<file path="src/rtl/key_cond_pkg.sv">
// Shared types and helpers for the key input-conditioning stage.
package key_cond_pkg;

    typedef enum logic [2:0] {
        IDLE,
        PRESS_PEND,
        HELD,
        REPEAT,
        RELEASE_PEND
    } key_state_t;

    // Largest debounce length the 8-bit confirmation counter can express.
    localparam int MAX_DEBOUNCE_MS = 255;

    // Number of clock cycles in one millisecond at the given clock rate.
    function automatic int ms_to_cycles(input int clk_mhz);
        return clk_mhz * 1000;
    endfunction

endpackage

</file>
<file path="src/rtl/key_channel.sv">
// One key channel: debounce FSM with auto-repeat, advancing only on tick cycles.
// Produces the decisions for the next cycle; the top level registers them.
module key_channel
    import key_cond_pkg::*;
#(
    parameter int debounce_ms      = 10,
    parameter int repeat_delay_ms  = 400,
    parameter int repeat_period_ms = 100,
    parameter bit repeat_enable    = 1'b0
) (
    input  logic clock,
    input  logic reset,
    input  logic tick,
    input  logic sample,
    output logic press_now,
    output logic release_now,
    output logic level_next
);

    localparam int HOLD_MAX_MS = (repeat_delay_ms > repeat_period_ms) ? repeat_delay_ms
                                                                      : repeat_period_ms;
    localparam int HOLD_W      = $clog2(HOLD_MAX_MS + 1);
    localparam int DEB_CLAMP   = (debounce_ms < 1) ? 1 :
                                 ((debounce_ms > MAX_DEBOUNCE_MS) ? MAX_DEBOUNCE_MS : debounce_ms);

    localparam logic [7:0]        DEB    = 8'(DEB_CLAMP);
    localparam logic [HOLD_W-1:0] DELAY  = HOLD_W'(repeat_delay_ms);
    localparam logic [HOLD_W-1:0] PERIOD = HOLD_W'(repeat_period_ms);
    localparam logic [HOLD_W-1:0] HOLD_SAT = '1;

    key_state_t        state, state_n;
    logic [7:0]        cnt, cnt_n, cnt_inc;
    logic [HOLD_W-1:0] hold, hold_n, hold_inc, hold_target;
    logic              from_repeat, from_repeat_n;

    // Saturating increments so long holds or long pending phases never wrap.
    assign cnt_inc     = (cnt == 8'hFF) ? cnt : cnt + 8'd1;
    assign hold_inc    = (hold == HOLD_SAT) ? hold : hold + 1'b1;
    assign hold_target = (state == HELD) ? DELAY : PERIOD;

    // The debounced level follows the state we are about to enter.
    assign level_next = (state_n == HELD) || (state_n == REPEAT) || (state_n == RELEASE_PEND);

    // State and counter registers.
    always_ff @(posedge clock) begin
        if (reset) begin
            state       <= IDLE;
            cnt         <= '0;
            hold        <= '0;
            from_repeat <= 1'b0;
        end else begin
            state       <= state_n;
            cnt         <= cnt_n;
            hold        <= hold_n;
            from_repeat <= from_repeat_n;
        end
    end

    // Next-state logic; release detection is checked before any repeat decision.
    always_comb begin
        state_n       = state;
        cnt_n         = cnt;
        hold_n        = hold;
        from_repeat_n = from_repeat;
        press_now     = 1'b0;
        release_now   = 1'b0;

        if (tick) begin
            unique case (state)
                IDLE: begin
                    if (sample) begin
                        if (DEB == 8'd1) begin
                            press_now = 1'b1;
                            hold_n    = '0;
                            cnt_n     = '0;
                            state_n   = HELD;
                        end else begin
                            cnt_n   = 8'd1;
                            state_n = PRESS_PEND;
                        end
                    end
                end

                PRESS_PEND: begin
                    if (!sample) begin
                        cnt_n   = '0;
                        state_n = IDLE;
                    end else if (cnt_inc >= DEB) begin
                        press_now = 1'b1;
                        hold_n    = '0;
                        cnt_n     = '0;
                        state_n   = HELD;
                    end else begin
                        cnt_n = cnt_inc;
                    end
                end

                HELD, REPEAT: begin
                    if (!sample) begin
                        from_repeat_n = (state == REPEAT);
                        if (DEB == 8'd1) begin
                            release_now = 1'b1;
                            cnt_n       = '0;
                            hold_n      = '0;
                            state_n     = IDLE;
                        end else begin
                            cnt_n   = 8'd1;
                            state_n = RELEASE_PEND;
                        end
                    end else if (repeat_enable && (hold_inc >= hold_target)) begin
                        press_now = 1'b1;
                        hold_n    = '0;
                        state_n   = REPEAT;
                    end else begin
                        hold_n = hold_inc;
                    end
                end

                RELEASE_PEND: begin
                    if (sample) begin
                        cnt_n   = '0;
                        state_n = from_repeat ? REPEAT : HELD;
                    end else if (cnt_inc >= DEB) begin
                        release_now = 1'b1;
                        cnt_n       = '0;
                        hold_n      = '0;
                        state_n     = IDLE;
                    end else begin
                        cnt_n = cnt_inc;
                    end
                end

                default: begin
                    state_n = IDLE;
                end
            endcase
        end
    end

endmodule

</file>
<file path="src/rtl/key_debounce_repeat.sv">
// Key conditioning top: synchronizer, 1 ms tick generator, per-key channels
// and the registered outputs consumed by the game logic.
module key_debounce_repeat
    import key_cond_pkg::*;
#(
    parameter int                clk_mhz          = 27,
    parameter int                n_keys           = 8,
    parameter int                debounce_ms      = 10,
    parameter int                repeat_delay_ms  = 400,
    parameter int                repeat_period_ms = 100,
    parameter logic [n_keys-1:0] repeat_mask      = 8'b1010_0101
) (
    input  logic              clock,
    input  logic              reset,
    input  logic [n_keys-1:0] key_raw,
    output logic [n_keys-1:0] key_level,
    output logic [n_keys-1:0] key_press,
    output logic [n_keys-1:0] key_release,
    output logic              tick
);

    localparam int TICK_CYCLES = ms_to_cycles(clk_mhz);
    localparam int TICK_W      = $clog2(TICK_CYCLES);

    localparam logic [TICK_W-1:0] TICK_LAST = TICK_W'(TICK_CYCLES - 1);
    localparam logic [TICK_W-1:0] TICK_PRE  = TICK_W'(TICK_CYCLES - 2);

    logic [TICK_W-1:0] tick_cnt;
    logic [n_keys-1:0] key_meta;
    logic [n_keys-1:0] key_sync;
    logic [n_keys-1:0] chan_press;
    logic [n_keys-1:0] chan_release;
    logic [n_keys-1:0] chan_level;

    // Two-flop synchronizer bringing the asynchronous key levels into the clock domain.
    always_ff @(posedge clock) begin
        if (reset) begin
            key_meta <= '0;
            key_sync <= '0;
        end else begin
            key_meta <= key_raw;
            key_sync <= key_meta;
        end
    end

    // Free-running millisecond counter; the strobe is registered one step early
    // so that it is high exactly while the counter sits at its last value.
    always_ff @(posedge clock) begin
        if (reset) begin
            tick_cnt <= '0;
            tick     <= 1'b0;
        end else begin
            tick_cnt <= (tick_cnt == TICK_LAST) ? '0 : tick_cnt + 1'b1;
            tick     <= (tick_cnt == TICK_PRE);
        end
    end

    for (genvar i = 0; i < n_keys; i++) begin : g_chan
        key_channel #(
            .debounce_ms      (debounce_ms),
            .repeat_delay_ms  (repeat_delay_ms),
            .repeat_period_ms (repeat_period_ms),
            .repeat_enable    (repeat_mask[i])
        ) u_chan (
            .clock       (clock),
            .reset       (reset),
            .tick        (tick),
            .sample      (key_sync[i]),
            .press_now   (chan_press[i]),
            .release_now (chan_release[i]),
            .level_next  (chan_level[i])
        );
    end

    // Output registers: pulses land the cycle after the deciding tick, level moves with them.
    always_ff @(posedge clock) begin
        if (reset) begin
            key_level   <= '0;
            key_press   <= '0;
            key_release <= '0;
        end else begin
            key_level   <= chan_level;
            key_press   <= chan_press;
            key_release <= chan_release;
        end
    end

endmodule

</file>
<file path="config.mk">
export PLATFORM = sky130hd
export DESIGN_NAME = key_debounce_repeat
export DESIGN_NICKNAME = d
export VERILOG_FILES = /design/src/rtl/key_cond_pkg.sv /design/src/rtl/key_channel.sv /design/src/rtl/key_debounce_repeat.sv
export SDC_FILE = /design/constraint.sdc
export NUM_CORES = 1
export LEC_CHECK = 0
export ABC_AREA = 1
export BUFFER_PORTS_ARGS = -buffer_cell sky130_fd_sc_hd__buf_2
export CAP_MARGIN = 20
export CORE_MARGIN = 4
export CORE_UTILIZATION = 65
export DETAILED_ROUTE_END_ITERATION = 8
export PLACE_DENSITY = 0.81
export SLEW_MARGIN = 20
export SYNTH_ARGS = -nofsm -noshare
export SYNTH_HDL_FRONTEND = slang
export SYNTH_SLANG_ARGS = --single-unit
</file>
<file path="constraint.sdc">
create_clock -name clock -period 6.25 [get_ports clock]
set_input_delay 0.3125 -clock clock [delete_from_list [all_inputs] [get_ports clock]]
set_output_delay 0.3125 -clock clock [all_outputs]
set_load 0.05 [all_outputs]
</file>
==> flow_summary.yaml, run 1 <==
finish:
  area_growth_pct: 8.50
  diodes: 0
  final_common_cell: "nand2_1"
  postLayoutCoreUtil_pct: 72.6
  fin_nets: 1714
  final_cells: 1895
  drive_gt1_share_pct: 7.21
  layout_common_cells: "nand2_1 (386), inv_1 (261), nor2_1 (215)"
synth:
  synth_top_family_by_area: "simple AND/OR/NAND/NOR gates"
  syn-num-nets: 1686
  synth_compound_area_share_pct: 11.6
  synth_edf_count: 0
  synthMuxAreaShare_pct: 0
  syn_area_per_cell_um2: 6.54
  synth_warnings: 0
  synth_top_area_share_pct: 35.1
  ys_seq_area_share_pct: 35.1
  synthSimpleGateAreaFrac_pct: 35.7
  synthAdderAreaFrac_pct: 4.44
  synthCells: 1638
  synth_area_leaders: "dfxtp_1 (35%), nand2_1 (14%), inv_1 (9.1%), nor2_1 (7.5%), a21oi_1 (6.4%)"
  syn_area_um2: 10700
  synth_top_area_cell: "dfxtp_1"
  async_reset_ff_share_pct: 0
  synth.ff_latch_count: 188
  synth_cell_types: 51
  synth-main-ff-cell: "dfxtp_1"
  synth-xor-area-share_pct: 2.62
critical_path:
  crit_slowest_cell: "dfxtp_1"
  crit_fanout: 8
  setup.worst_path.end_class: "flop"
  worstPathArrival_ps: 3220
  startpoint_type: "flop"
  critPathKind: "reg2reg"
  crit_path_max_incr_delay_ps: 400
  crit_required_ps: 6540
  crit_chain: "ha_1 -> nand2_2 -> nor2_4 -> nand2_2 -> nor2_4 -> inv_2 -> nand2_1 -> xor2_1 -> inv_1 -> ha_1 -> nand2_1 -> nor3b_1 -> nand2_1 -> nor2_1 -> nand3_1 -> nand2_2 -> nor2_4 -> nand2_4 -> nor2_1 -> a21oi_1 -> nor2_1"
clocking:
  cts_buffer_depth: 2
  cts_setup_buffers: 0
  hold_buffers: 0
  root_buffer: "clkbuf_16"
  clk_latency_ps: 430
  htreeDepth: 4
  cts_tree: "built"
  cts_sinks: 188
  path_clk_slew_ps: 70
  cts_buffers: 17
  cts.repair.resized: 0
hold_path:
  hold_class: "in2reg"
placed_design:
  port_buffers: 34
  place_ws_ps: 3340
  hpwl_um: 15900
  place.gp.congestion: 0.897
  dp.cells: 1863
run:
  drv_cap: 0
drt:
  dr.pass1.iters: 6
  wl_um: 22400
  drc: 0
  viasPerCell: 5.29
  wire_per_inst_um: 11.8
  drt_iter0_markers: 679
  vias: 10000
  route.antenna.remaining_nets: 0
sta:
  fmax_ghz: 0.342
  rsz0062_at_grt: "no"
  min_period_over_period_pct: 46.8
  fin_tns_setup_ps: 0
  finalClockSkew_ps: 6.55
  layout_setup_ws_ps: 3320
  tightest_slew_ps: 714
  slew_headroom_pct: 52.1
  setup_viol: 0
  slew_viol_final: 0
  final_hold_viol_count: 0
  hold_ws_ps: 83.6
  min_period_ps: 2930
global_routing:
  antenna_found_initial: 0
  grtUsageMet2_pct: 43.6
  grt_overflow: 0
  grt_pass1_vias: 9218
  met1_usage_pct: 31.7
  grt_first_pass_wirelength_um: 39000
  met3_usage_pct: 4.22
  top_usage_layer: "met2"
  grt_max_degree: 65
  track_usage_pct: 24.9
power_and_ir_drop:
  irDropWorstVdd_v: 0.000195
  power.leakage_uw: 0.00547
  power_density_nw_per_um2: 195
die:
  die_w_um: 136
  start_util_pct: 66.9
  die_h_um: 136
  io_pins: 35
  rows: 46
  die_area_um2: 18600
  core_um2: 16000
status:
  status: "finished, final reports clean"
## metal layers
metal | part of all wire [%] | vias up | wire (um)
met5 | 0 | - | 0
met1 | 47 | 4508 | 10400
li1 | - | 5304 | -
met4 | 0.95 | 0 | 213
met3 | 4.4 | 24 | 993
met2 | 48 | 184 | 10800
## power by group
group / switching (uW) / internal, uW
sequential: 4.99 / 1200
clock: 469 / 544
combinational: 29.6 / 9.53
total: 503 / 1760
## stage by stage
stage	power (uW)	instance area [um^2]
final	2260	11600
after global routing	2330	11600
after CTS	2280	11600
after detailed placement	1280	11100
after global placement	1270	11100
after floorplan	1260	10700
## final cells by class
cell class | count | area (um^2)
inverter | 267 | 1000
timing repair buffer | 38 | 203
sequential | 188 | 3760
clock buffer | 21 | 470
fill | 1380 | 4380
tap | 216 | 270
clock inverter | 11 | 86.3
multi-input combinational | 1154 | 5820
## state kept, by name, summed over array words and instances (netlist names)
name                       flops
key_release                    8
g_chan.u_chan.state           24
g_chan.u_chan.hold            36
tick                           1
g_chan.u_chan.cnt             64
g_chan.u_chan.from_repeat      8
key_press                      8
tick_cnt                      15
key_meta                       8
key_sync                       8
key_level                      8
## worst paths after layout
| path | start | endpoint | slack (ps) | cells after the start |
|---|---|---|---|---|
| worst max register to register | g_chan[2].u_chan.hold[0] | g_chan[2].u_chan.hold[7] | 3320 | 21 |
| worst min register to register | key_meta[3] | key_sync[3] | 400 | 2 |
| worst min-delay path | key_raw[7] | key_meta[7] | 80 | 3 |
| worst max-delay path | g_chan[2].u_chan.hold[0] | g_chan[2].u_chan.hold[7] | 3320 | 21 |
## cells by family after synthesis
group | Yosys count
compound gates | 224
xor+xnor | 32
fa+ha+maj | 38
buf+inv | 296
flops | 188
simple gates | 860
## worst max-delay path, delay by kind of cell, from the launching register on
| kind | cells | cell delay (ps) |
|---|---|---|
| AOI/OAI and AO/OA | 1 | 110 |
| xor gates and xnor gates | 1 | 180 |
| adders and majority gates | 2 | 480 |
| buffers and inverters | 2 | 160 |
| DFF | 1 | 400 |
| and+or+nand+nor | 15 | 1460 |
## synth_stat cells (5+ instances only)
| cell | count |
|---|---|
| nand2_1 | 386 |
| inv_1 | 261 |
| nor2_1 | 215 |
| dfxtp_1 | 188 |
| a21oi_1 | 138 |
| nand3_1 | 101 |
| nor3_1 | 55 |
| o21ai_0 | 40 |
| ha_1 | 38 |
| nand4_1 | 34 |
| xor2_1 | 25 |
| clkbuf_1 | 24 |
| nand3b_1 | 12 |
| nand2_2 | 8 |
| nor2_2 | 8 |
| o21ai_1 | 8 |
| nand3_2 | 7 |
| nor2_4 | 7 |
| nor4_1 | 7 |
| o211ai_1 | 7 |
| xnor2_1 | 7 |
| a211oi_1 | 6 |
| nor3b_1 | 5 |
No activity file was read; power rests on OpenSTA's default activity.
==> inputs of run 2 (changes only) <==
Settings changed: CORE_UTILIZATION 65 to 57, PLACE_DENSITY 0.81 to 0.75.
Clock period 6.25 ns to 2.5 ns, I/O delays scaled along.
==> run 2 against run 1 <==
The flow now finishes with violations (setup timing). Via count grew 5.5%. Final area up 11%. Critical path depth down 4. Worst hold slack worse by 65 ps. Critical path type unchanged. Setup slack lost 3600 ps. First-iteration DRC count down 1.0%. Clock power increased to 2.6 times the previous value. Largest power group unchanged. Largest cell class unchanged. Maximum frequency rose by 5.1%. Count of clock-buffer cells in the layout shrank 2. Non-clock buffer count grew 80. Combinational power rose to 2.9 times the previous value.
==> flow_summary.yaml, run 2 (same netlist as run 1, synthesis figures left out) <==
critical_path:
  crit_required_ps: 2870
  worstPathArrival_ps: 3150
  timing.rr.start: "g_chan[2].u_chan.hold[1]"
  r2r_cells: 17
  rrSetupSlack_ps: -290
  timing.critical_path.to: "g_chan[2].u_chan.hold[8]"
  startpoint_type: "flop"
  critPathKind: "reg2reg"
  setup.worst_path.end_class: "flop"
  rr_endpoint: "g_chan[2].u_chan.hold[8]"
  crit_path_start: "g_chan[2].u_chan.hold[1]"
  crit_fanout: 7
power_and_ir_drop:
  swShare_pct: 22.0
  combPwrFrac_pct: 1.9
  seq_power_share_pct: 52.6
  power_density_nw_per_um2: 444
  irDropWorstVdd_v: 0.000481
  power.leakage_uw: 0.00610
  p_sw_uw: 1260
  power.share.clock_pct: 45.4
  internal-power_uw: 4470
sta:
  setup_viol: 19
  tightest_slew_ps: 805
  fmax_ghz: 0.359
  fin_tns_setup_ps: -2690
  final_hold_viol_count: 0
  min_period_ps: 2790
  min_period_over_period_pct: 111
  rsz0062_at_grt: "yes"
  layout_setup_ws_ps: -286
  slew_viol_final: 0
  finalClockSkew_ps: 11.0
  slew_headroom_pct: 46.3
die:
  rows: 49
  io_pins: 35
  die_w_um: 145
  die_area_um2: 21000
  start_util_pct: 58.8
  die_h_um: 145
  core_um2: 18200
finish:
  final_cells: 1987
  reg_top3: "g_chan.u_chan.cnt: 64 flops, g_chan.u_chan.hold: 36 flops, g_chan.u_chan.state: 24 flops"
  final_common_cell: "nand2_1"
  drive_gt1_share_pct: 17.5
  largest_reg_flops: 64
  layout_common_cells: "nand2_1 (371), inv_1 (254), nor2_1 (198)"
  num-fill-cells: 1461
  design_area_um2: 12900
  area_growth_pct: 20.6
  fin_nets: 1794
  regArea_um2: 3790
  largest_register: "g_chan.u_chan.cnt"
  multi_input_area_um2: 6410
  diodes: 0
placed_design:
  hpwl_um: 16800
  dp.cells: 1926
  port_buffers: 34
  place.gp.congestion: 0.896
  place_ws_ps: -194
  placed_cell_area_um2: 11500
clocking:
  htreeDepth: 4
  clk_latency_ps: 440
  cts_buffers: 17
  path_clk_slew_ps: 70
  root_buffer: "clkbuf_16"
  cts_sinks: 188
  cts_buffer_depth: 2
  cts_tree: "built"
drt:
  drt_iter0_markers: 672
  dr.pass1.iters: 7
  wire_per_inst_um: 12.6
  vias: 10600
  drc: 0
  route.antenna.remaining_nets: 0
  viasPerCell: 5.32
  wl_um: 25000
global_routing:
  grt_overflow: 0
  track_usage_pct: 22.5
  grt_first_pass_wirelength_um: 41400
  antenna_found_initial: 0
  grt_pass1_vias: 9698
  grt_max_degree: 58
run:
  drv_cap: 0
status:
  violations: "setup timing"
  status: "finished, violations left"
hold_path:
  min_path_cells: 2
  hold_class: "in2reg"
run 2: power by group through the flow:
stage	clock [uW]	sequential (uW)	combinational, uW
floorplan	0	3090	71.1
detailed placement	0	3090	100
global route	2790	3020	127
CTS	2670	3020	111
finish	2610	3020	112
global placement	0	3090	99.2
run 2: area by class of cell:
cell class	instances	area share, %
clock buffers	19	3.52
clock inverters	12	0.853
inverters	267	7.84
multi-input cells	1154	49.6
flip-flops and latches	188	29.4
well taps	229	2.22
repair buffers	118	6.58
run 2: layer usage:
layer	vias up	GRT usage [%]	routed length [um]	part of all wire, %
li1	5480	-	-	-
met1	4805	28.5	11300	45
met2	232	39.1	12000	48
met3	53	4.15	1010	4.1
met4	0	7.26	626	2.5
met5	-	0	0	0
run 2: critical path, stage by stage, from the launching register on:
cell and delay, ps:
dfxtp_2 360, buf_4 140, nand4_1 130, nand3b_1 230, o21ai_0 250, a21oi_2 80
inv_1 60, ha_1 210, nand2_1 150, nor2_1 70, nand2_1 80, o211ai_1 100
a21oi_2 160, nand2_2 80, nor2_4 140, nand2_4 140, buf_4 200, a21oi_1 130
run 2: what timing repair did:
action / in CTS / in global routing
pin swaps: 14 / 65
hold endpoints to repair: 8 / 0
hold buffers: 8 / 0
buffers inserted: 6 / 16
setup endpoints to repair: 39 / 48
resized for setup: 25 / 127
run 2: stage by stage:
| stage | power, uW | hold slack, ps | util (%) |
|---|---|---|---|
| 4_1_cts | 5800 | 17.6 | 67.3 |
| 3_3_place_gp | 3190 | 325 | 63.1 |
| 2_1_floorplan | 3160 | 232 | - |
| 6_report | 5740 | 18.6 | 70.9 |
| 5_1_grt | 5940 | 34.0 | 70.9 |
| 3_5_place_dp | 3190 | 332 | 63.1 |
run 2: worst min path at each step:
stage | from | to | slack (ps)
finish | reset | g_chan[7].u_chan.hold[5] | 20
global route | reset | g_chan[7].u_chan.hold[5] | 30
CTS | reset | g_chan[7].u_chan.hold[1] | 20
detailed placement | key_raw[1] | key_meta[1] | 330
global placement | key_raw[1] | key_meta[1] | 320
floorplan | key_raw[0] | key_meta[0] | 230
